==> src/rtl/fetch_stage_pkg.sv <==
// Shared definitions for the instruction-fetch stage.
//   - Default reset PC and the NOP encoding injected on flush/reset.
//   - Phase encoding of the two-phase memory-sharing strobe.
//   - Word-alignment helper for redirect targets.
package fetch_stage_pkg;

  localparam logic [31:0] RESET_PC_DEF  = 32'h0000_0000;
  localparam logic [31:0] NOP_INSTR_DEF = 32'h0000_0013;  // addi x0,x0,0
  localparam logic [31:0] PC_STEP       = 32'd4;

  // FETCH_PHASE: memory serves instruction fetch. DATA_PHASE: memory serves load/store.
  typedef enum logic {
    FETCH_PHASE = 1'b0,
    DATA_PHASE  = 1'b1
  } phase_e;

  // Redirect targets are forced onto a word boundary; misalignment is flagged separately.
  function automatic logic [31:0] align_word(input logic [31:0] addr);
    return {addr[31:2], 2'b00};
  endfunction

endpackage

==> src/rtl/fetch_stage_pc_reg.sv <==
// Program-counter register: 32-bit, asynchronous active-high reset, load enable.
// Ports:
//   clk     in   clock
//   rst     in   async active-high reset, loads RESET_VAL
//   load_i  in   when 1, q_o takes d_i on the rising edge
//   d_i     in   next PC value
//   q_o     out  current PC
module fetch_stage_pc_reg #(
  parameter logic [31:0] RESET_VAL = 32'h0000_0000
) (
  input  logic        clk,
  input  logic        rst,
  input  logic        load_i,
  input  logic [31:0] d_i,
  output logic [31:0] q_o
);

  logic [31:0] pc_q;

  always_ff @(posedge clk or posedge rst) begin
    if (rst) begin
      pc_q <= RESET_VAL;
    end else if (load_i) begin
      pc_q <= d_i;
    end
  end

  assign q_o = pc_q;

endmodule

==> src/rtl/fetch_stage.sv <==
// Instruction-fetch stage and IF/ID pipeline register.
// Owns the PC, generates the tick_tock phase strobe that time-shares the single-ported
// memory between fetch (tick_tock=0) and data access (tick_tock=1), and presents
// IR/PC to decode. One instruction is captured every two clocks, on the edge that
// ends the FETCH phase.
// Ports:
//   clk          in   core clock
//   rst          in   async active-high reset
//   stall        in   hold PC and IF/ID on the capture edge
//   redirect     in   taken branch/jump: load redirect_pc, squash fetched instr
//   redirect_pc  in   redirect target
//   mem_rdata    in   instruction word read combinationally at mem_addr
//   mem_addr     out  fetch address (= pc)
//   fetch_en     out  1 during FETCH phase
//   tick_tock    out  phase strobe, 1 = DATA phase
//   ir           out  IF/ID instruction register
//   ir_pc        out  PC of ir
//   ir_pc4       out  ir_pc + 4 (link value)
//   ir_valid     out  ir holds a real fetched instruction
//   misalign     out  sticky: a misaligned redirect target was applied
module fetch_stage
  import fetch_stage_pkg::*;
#(
  parameter logic [31:0] RESET_PC  = RESET_PC_DEF,
  parameter logic [31:0] NOP_INSTR = NOP_INSTR_DEF
) (
  input  logic        clk,
  input  logic        rst,
  input  logic        stall,
  input  logic        redirect,
  input  logic [31:0] redirect_pc,
  input  logic [31:0] mem_rdata,
  output logic [31:0] mem_addr,
  output logic        fetch_en,
  output logic        tick_tock,
  output logic [31:0] ir,
  output logic [31:0] ir_pc,
  output logic [31:0] ir_pc4,
  output logic        ir_valid,
  output logic        misalign
);

  phase_e      phase_q, phase_d;
  logic [31:0] pc_q;
  logic [31:0] pc_d;
  logic        pc_load;
  logic [31:0] ir_q, ir_d;
  logic [31:0] ir_pc_q, ir_pc_d;
  logic [31:0] ir_pc4_q, ir_pc4_d;
  logic        ir_valid_q, ir_valid_d;
  logic        misalign_q, misalign_d;
  logic        redir_pend_q, redir_pend_d;
  logic [31:0] redir_tgt_q, redir_tgt_d;

  logic        capture;
  logic        take_redir;
  logic [31:0] tgt;

  // Phase toggles unconditionally; stall only affects what happens on capture edges.
  assign phase_d = (phase_q == FETCH_PHASE) ? DATA_PHASE : FETCH_PHASE;
  assign capture = (phase_q == FETCH_PHASE);

  // A live redirect on the capture edge beats an older pending one.
  assign tgt        = redirect ? redirect_pc : redir_tgt_q;
  assign take_redir = capture && (redirect || redir_pend_q);

  assign pc_load = capture && (take_redir || !stall);
  assign pc_d    = take_redir ? align_word(tgt) : (pc_q + PC_STEP);

  fetch_stage_pc_reg #(
    .RESET_VAL(RESET_PC)
  ) u_pc_reg (
    .clk   (clk),
    .rst   (rst),
    .load_i(pc_load),
    .d_i   (pc_d),
    .q_o   (pc_q)
  );

  always_comb begin
    ir_d         = ir_q;
    ir_pc_d      = ir_pc_q;
    ir_pc4_d     = ir_pc4_q;
    ir_valid_d   = ir_valid_q;
    misalign_d   = misalign_q;
    redir_pend_d = redir_pend_q;
    redir_tgt_d  = redir_tgt_q;

    if (capture) begin
      if (take_redir) begin
        // Squash: the word fetched this phase belongs to the wrong path.
        ir_d         = NOP_INSTR;
        ir_valid_d   = 1'b0;
        redir_pend_d = 1'b0;
        misalign_d   = misalign_q | (tgt[1:0] != 2'b00);
      end else if (!stall) begin
        // mem_rdata is only consumed here, so an undriven bus during stall/redirect is harmless.
        ir_d       = mem_rdata;
        ir_pc_d    = pc_q;
        ir_pc4_d   = pc_q + PC_STEP;
        ir_valid_d = 1'b1;
      end
    end else if (redirect) begin
      // Redirect resolved during DATA phase: remember it for the next capture edge.
      redir_pend_d = 1'b1;
      redir_tgt_d  = redirect_pc;
    end
  end

  always_ff @(posedge clk or posedge rst) begin
    if (rst) begin
      phase_q      <= FETCH_PHASE;
      ir_q         <= NOP_INSTR;
      ir_pc_q      <= RESET_PC;
      ir_pc4_q     <= RESET_PC + PC_STEP;
      ir_valid_q   <= 1'b0;
      misalign_q   <= 1'b0;
      redir_pend_q <= 1'b0;
      redir_tgt_q  <= RESET_PC;
    end else begin
      phase_q      <= phase_d;
      ir_q         <= ir_d;
      ir_pc_q      <= ir_pc_d;
      ir_pc4_q     <= ir_pc4_d;
      ir_valid_q   <= ir_valid_d;
      misalign_q   <= misalign_d;
      redir_pend_q <= redir_pend_d;
      redir_tgt_q  <= redir_tgt_d;
    end
  end

  assign mem_addr  = pc_q;
  assign fetch_en  = (phase_q == FETCH_PHASE);
  assign tick_tock = (phase_q == DATA_PHASE);
  assign ir        = ir_q;
  assign ir_pc     = ir_pc_q;
  assign ir_pc4    = ir_pc4_q;
  assign ir_valid  = ir_valid_q;
  assign misalign  = misalign_q;

endmodule

==> config.mk <==
export PLATFORM = sky130hd
export DESIGN_NAME = fetch_stage
export DESIGN_NICKNAME = d
export VERILOG_FILES = /design/src/rtl/fetch_stage_pkg.sv /design/src/rtl/fetch_stage_pc_reg.sv /design/src/rtl/fetch_stage.sv
export SDC_FILE = /design/constraint.sdc
export NUM_CORES = 1
export LEC_CHECK = 0
export CELL_PAD_IN_SITES_DETAIL_PLACEMENT = 0
export CELL_PAD_IN_SITES_GLOBAL_PLACEMENT = 2
export CORE_ASPECT_RATIO = 0.75
export CORE_MARGIN = 4
export CORE_UTILIZATION = 29
export DETAILED_ROUTE_END_ITERATION = 8
export GPL_TIMING_DRIVEN = 0
export PLACE_DENSITY = 0.8
export SETUP_SLACK_MARGIN = 0.3
export SLEW_MARGIN = 20
export SYNTH_ARGS = -nofsm -noshare
export SYNTH_HDL_FRONTEND = slang
export SYNTH_SLANG_ARGS = --single-unit
export TNS_END_PERCENT = 20
==> constraint.sdc <==
create_clock -name clk -period 6.7 [get_ports clk]
set_input_delay 1.005 -clock clk [delete_from_list [all_inputs] [get_ports clk]]
set_output_delay 1.005 -clock clk [all_outputs]
set_load 0.02 [all_outputs]
# Yosys cells after proc, flatten, opt, wreduce, memory -nomap -nowiden
# Index checks and enable logic that the tools add are counted.
dict set report totals {
  regBits 164
  wordCells 37
  inputBits 68
}
dict set report op_classes {
  n_eq_ne 2
  reduce_logical 11
  n_mux 10
  bitwise 4
  n_addsub 1
}
# operator n
set ops {}
lappend ops {{32-bit 2-to-1 mux} 4}
lappend ops {{32-bit by 3-bit adder with 32-bit output (second input constant)} 1}
lappend ops {{1-bit 2-to-1 mux} 6}
lappend ops {{2-bit AND reduction} 3}
lappend ops {{2-bit nonzero test} 2}
lappend ops {{1-bit NOT} 3}
lappend ops {{3-bit AND reduction} 1}
lappend ops {{1-bit logical AND} 2}
lappend ops {{1-bit logical OR} 2}
lappend ops {{2-bit by 1-bit inequality test with 1-bit output (second input constant)} 1}
lappend ops {{2-bit inequality test (second input constant)} 1}
lappend ops {{1-bit zero test} 1}
lappend ops {{1-bit OR} 1}

# Longest topological paths before layout
dict set report logic_depth {
  ltp_word 4
  ltp_mapped 9
  mapped_depth_nobuf 6
}

# By module
# A second synthesis with hierarchy kept.
dict set report hier_totals {
  hier_cells 648
  area_unflattened_um2 7322.0
}
# module cells_each area_each_um2 instances
set modules_own_cells {}
lappend modules_own_cells {fetch_stage 579 5973.2 1}
lappend modules_own_cells {fetch_stage_pc_reg 69 1348.8 1}

# Worst setup path before layout
# No wires, ideal clock.
dict set report synth_timing {
  path_type {input -> register}
  start {input port redirect}
  end {register ir_pc4_q[31] (netlist: ir_pc4[31])}
  path_buffers 3
  setup_slack_ns 4.212
  arrival_ns 2.363
  t_required_ns 6.575
  stages 6
  cell_sequence {buf_2 or2_1 clkbuf_1 nor3_1 buf_2 mux2_2}
}
dict set report synth_via {
  elab_chain_len 4
}
# element line_no
set synth_lines {}
lappend synth_lines {{start, declared} fetch_stage.sv:30} ;# input logic redirect,
lappend synth_lines {{1-bit logical OR} fetch_stage.sv:65} ;# assign take_redir = capture && (redirect || redir_pend_q);
lappend synth_lines {{1-bit logical AND} fetch_stage.sv:65}
lappend synth_lines {{1-bit NOT (no line)} -}
lappend synth_lines {{3-bit AND reduction (no line)} -}
lappend synth_lines {{end signal, assigned} fetch_stage.sv:115} ;# ir_pc4_q <= RESET_PC + PC_STEP;
lappend synth_lines {{end signal, assigned} fetch_stage.sv:124} ;# ir_pc4_q <= ir_pc4_d;
lappend synth_lines {{end, declared} fetch_stage.sv:49} ;# logic [31:0] ir_pc4_q, ir_pc4_d;
# No other way between the ends.
# A chain may end at the register's enable or synchronous reset.

# Worst setup path after layout
dict set report layout_timing {
  start {input port stall}
  end {register ir_pc_q[24] (netlist: ir_pc[24])}
}
dict set report layout_via {
  elab_chain_len 2
}
# element line_no
set layout_lines {}
lappend layout_lines {{start, declared} fetch_stage.sv:29} ;# input logic stall,
lappend layout_lines {{1-bit NOT (no line)} -}
lappend layout_lines {{3-bit AND reduction (no line)} -}
lappend layout_lines {{end signal, assigned} fetch_stage.sv:123} ;# ir_pc_q <= ir_pc_d;
lappend layout_lines {{end, declared} fetch_stage.sv:48} ;# logic [31:0] ir_pc_q, ir_pc_d;
# No other way between the ends.

==> results.txt <==
Gpl congestion = 0.7995
Outcome = completed
Max cap viols = 0
Clk buf depth = 2
Worst setup startpoint = stall
Kind of start point of the critical path = primary input
Final-report hold violation count = 0
Relative slew slack = 40.01%
Initial Util = 29.55%
Wirelength, routed = 24600 um
Peak VDD IR = 0.1667 mV
Crit Path Class = in2reg
Tot GR Track Use = 18.11%
Number of global-route vias before repair = 6090
Largest net degree at the start of global routing = 90
Worst skew pair latency = 0.44 ns
# rows = 49
TritonRoute pass-1 iters = 5
Worst Reg-to-Reg Cells = 7
Mapped Area = 0.007121 mm2
Die extent in x = 188.9 um
Max FO, Critical Path = 10
Worst slew pin tran = 0.8930 ns
Slew Limit Fails = 0
Die area = 0.02715 mm2
Final Power = 2.923 mW
Final setup viols = 0
Hold Buf Count CTS = 0
Crit path cell chain = clkdlybuf4s50_1 -> clkbuf_1 -> nor3_1 -> buf_2 -> buf_2 -> nand2_1 -> nand2_1
Post-DRT Antenna Nets = 0
Syn_area_per_cell = 10.23 um2
R2R setup slack = 4.06 ns
Cts bufs inserted = 17
Synth top area cells = dfrtp_1, nand2_1, mux2_2, a22o_1, a21oi_1
DRC = 0
Synth Flop Type = dfrtp_1
Nets@finish = 982
Starting DRT DRC Count = 383
H-tree Lvls = 4
ANT cells = 0
Setup crit end kind = register
Vias/cell = 4.842
RSZ-0062 raised after global routing = false
Cells after Synth = 696
CP endpoint = ir_pc[24]
Most common cell after layout, fill and taps aside = clkdlybuf4s50_1
Worst Path Arrival = 3.50 ns
Fmax = 0.3195 GHz
Vias = 6086
P_leak = 4.320 nW
Hold Slack = 0.4598 ns
Die Span Y = 143.7 um
Root Driver = clkbuf_16
Area grow syn2layout = 42.77%
I/O Buffers = 192
TritonCTS Sinks = 158
Crit-path max cell delay = 0.78 ns
DR WL/cell = 19.57 um
Worst R2R End = u_pc_reg.q_o[24]
Share of the clock period used by the worst path = 46.71%
CTS tree = yes
Postcts setup bufs = 0
Initial antenna violation count = 4
Fin crit period = 3.130 ns
Sequential fraction of the synthesis area = 55.60%
Core area = 0.02409 mm2
Required @ worst endpoint = 7.07 ns
Unique masters post-synth = 53
Post-synth top area cell = dfrtp_1
First-pass GRT wire length = 37200 um
Most frequent cells in the layout = clkdlybuf4s50_1, dfrtp_1, nand2_1
Cell Pwr Density = 287.5 mW/mm2
Critical R2R Launch = u_pc_reg.q_o[3]
Number of synthesized register bits = 158
Worst-path clk slew = 0.07 ns
Clock Skew = 0.01571 ns
CTS-repair resized insts = 0
Hold WC Path Type = reg2reg
Post-DP HPWL = 18440 um
Grt ovf = 0
Slowest cell on the critical path = nor3_1
Post-synth EDFFs = 0
Async S/R FF share, synth = 100.0%
Post-synth top area share = 54.12%
Layout cell share with drive strength beyond 1 = 9.827%
Synth warn = 0
IO Pins = 200
## registers in the layout, summed over array words and instances (netlist names)
register and count:
misalign 1, u_pc_reg.q_o 30, redir_pend_q 1, tick_tock 1
ir_valid 1, ir 32, redir_tgt_q 32, ir_pc 30
ir_pc4 30
## worst min-delay path by stage
stage / startpoint / endpoint / depth (start not counted)
final: misalign / misalign / 1
after global routing: ir_pc[20] / ir_pc[20] / 2
after CTS: misalign / misalign / 1
after detailed placement: misalign / misalign / 1
after global placement: misalign / misalign / 1
after floorplan: redir_tgt_q[21] / redir_tgt_q[21] / 2
## synthesized netlist by cell type (4+ instances only)
cell type,number
nor3_1,8
a21oi_1,46
mux2_2,28
nor2_1,49
xnor2_1,12
buf_1,4
buf_2,13
dfrtp_1,154
nand3_1,13
o22ai_1,7
dfstp_2,4
inv_1,11
o21ai_0,43
a22o_1,29
clkbuf_1,32
nand2_1,127
xor2_1,13
o22a_1,6
mux2i_1,19
nand4_1,12
and3_1,6
buf_4,7
## cells by family after synthesis
family          after synthesis  share of synthesized area [%]
xor+xnor                     25                          3.075
compound gates              161                          14.81
mux                          47                          7.099
simple gates                236                          15.06
fa+ha+maj                     1                         0.1757
buf+inv                      67                          4.129
flops                       158                          55.60
other cells                   1                        0.05266
## through the flow
step                utilization, %  area [um2]  setup WS, ns  instances  TNS (ns)
floorplan                        -        7139         1.438        701         0
global placement             39.33        9475        -1.127       1224   -171.25
detailed placement           39.47        9510         3.129       1225         0
CTS                          42.19       10170         3.608       1257         0
global route                 42.19       10170         3.469       1257         0
finish                       42.19       10170         3.570       1257         0
## report_power, final
group / internal, mW / switching, mW
logic: 0.312 / 0.335
registers: 1.08 / 0.0969
clock network: 0.676 / 0.423
total: 2.07 / 0.856
## metal layers
metal  vias to the layer above  global-route usage [%]  part of all wire, %
li1                       2863                       -                    -
met1                      2972                   25.57                   48
met2                       220                   26.29                   41
met3                        23                   7.018                  9.0
met4                         8                   4.369                  1.0
met5                         -                       0                 0.20
## layout make-up
type                    instances  area [um2]
fillers                      2354       13930
flip-flops and latches        158        3959
multi-input cells             476        2887
repair buffers                193        1949
clock buffers                  20       446.7
well taps                     331       414.1
plain buffers                  56       252.7
clock inverters                12       209.0
inverters                      11       48.80
## critical path, delay by kind of cell
kind	cells	cell delay [ns]
AND/OR/NAND/NOR	3	0.96
buffers and inverters	4	1.53
Note: power is estimated with default switching activity, not from simulation.
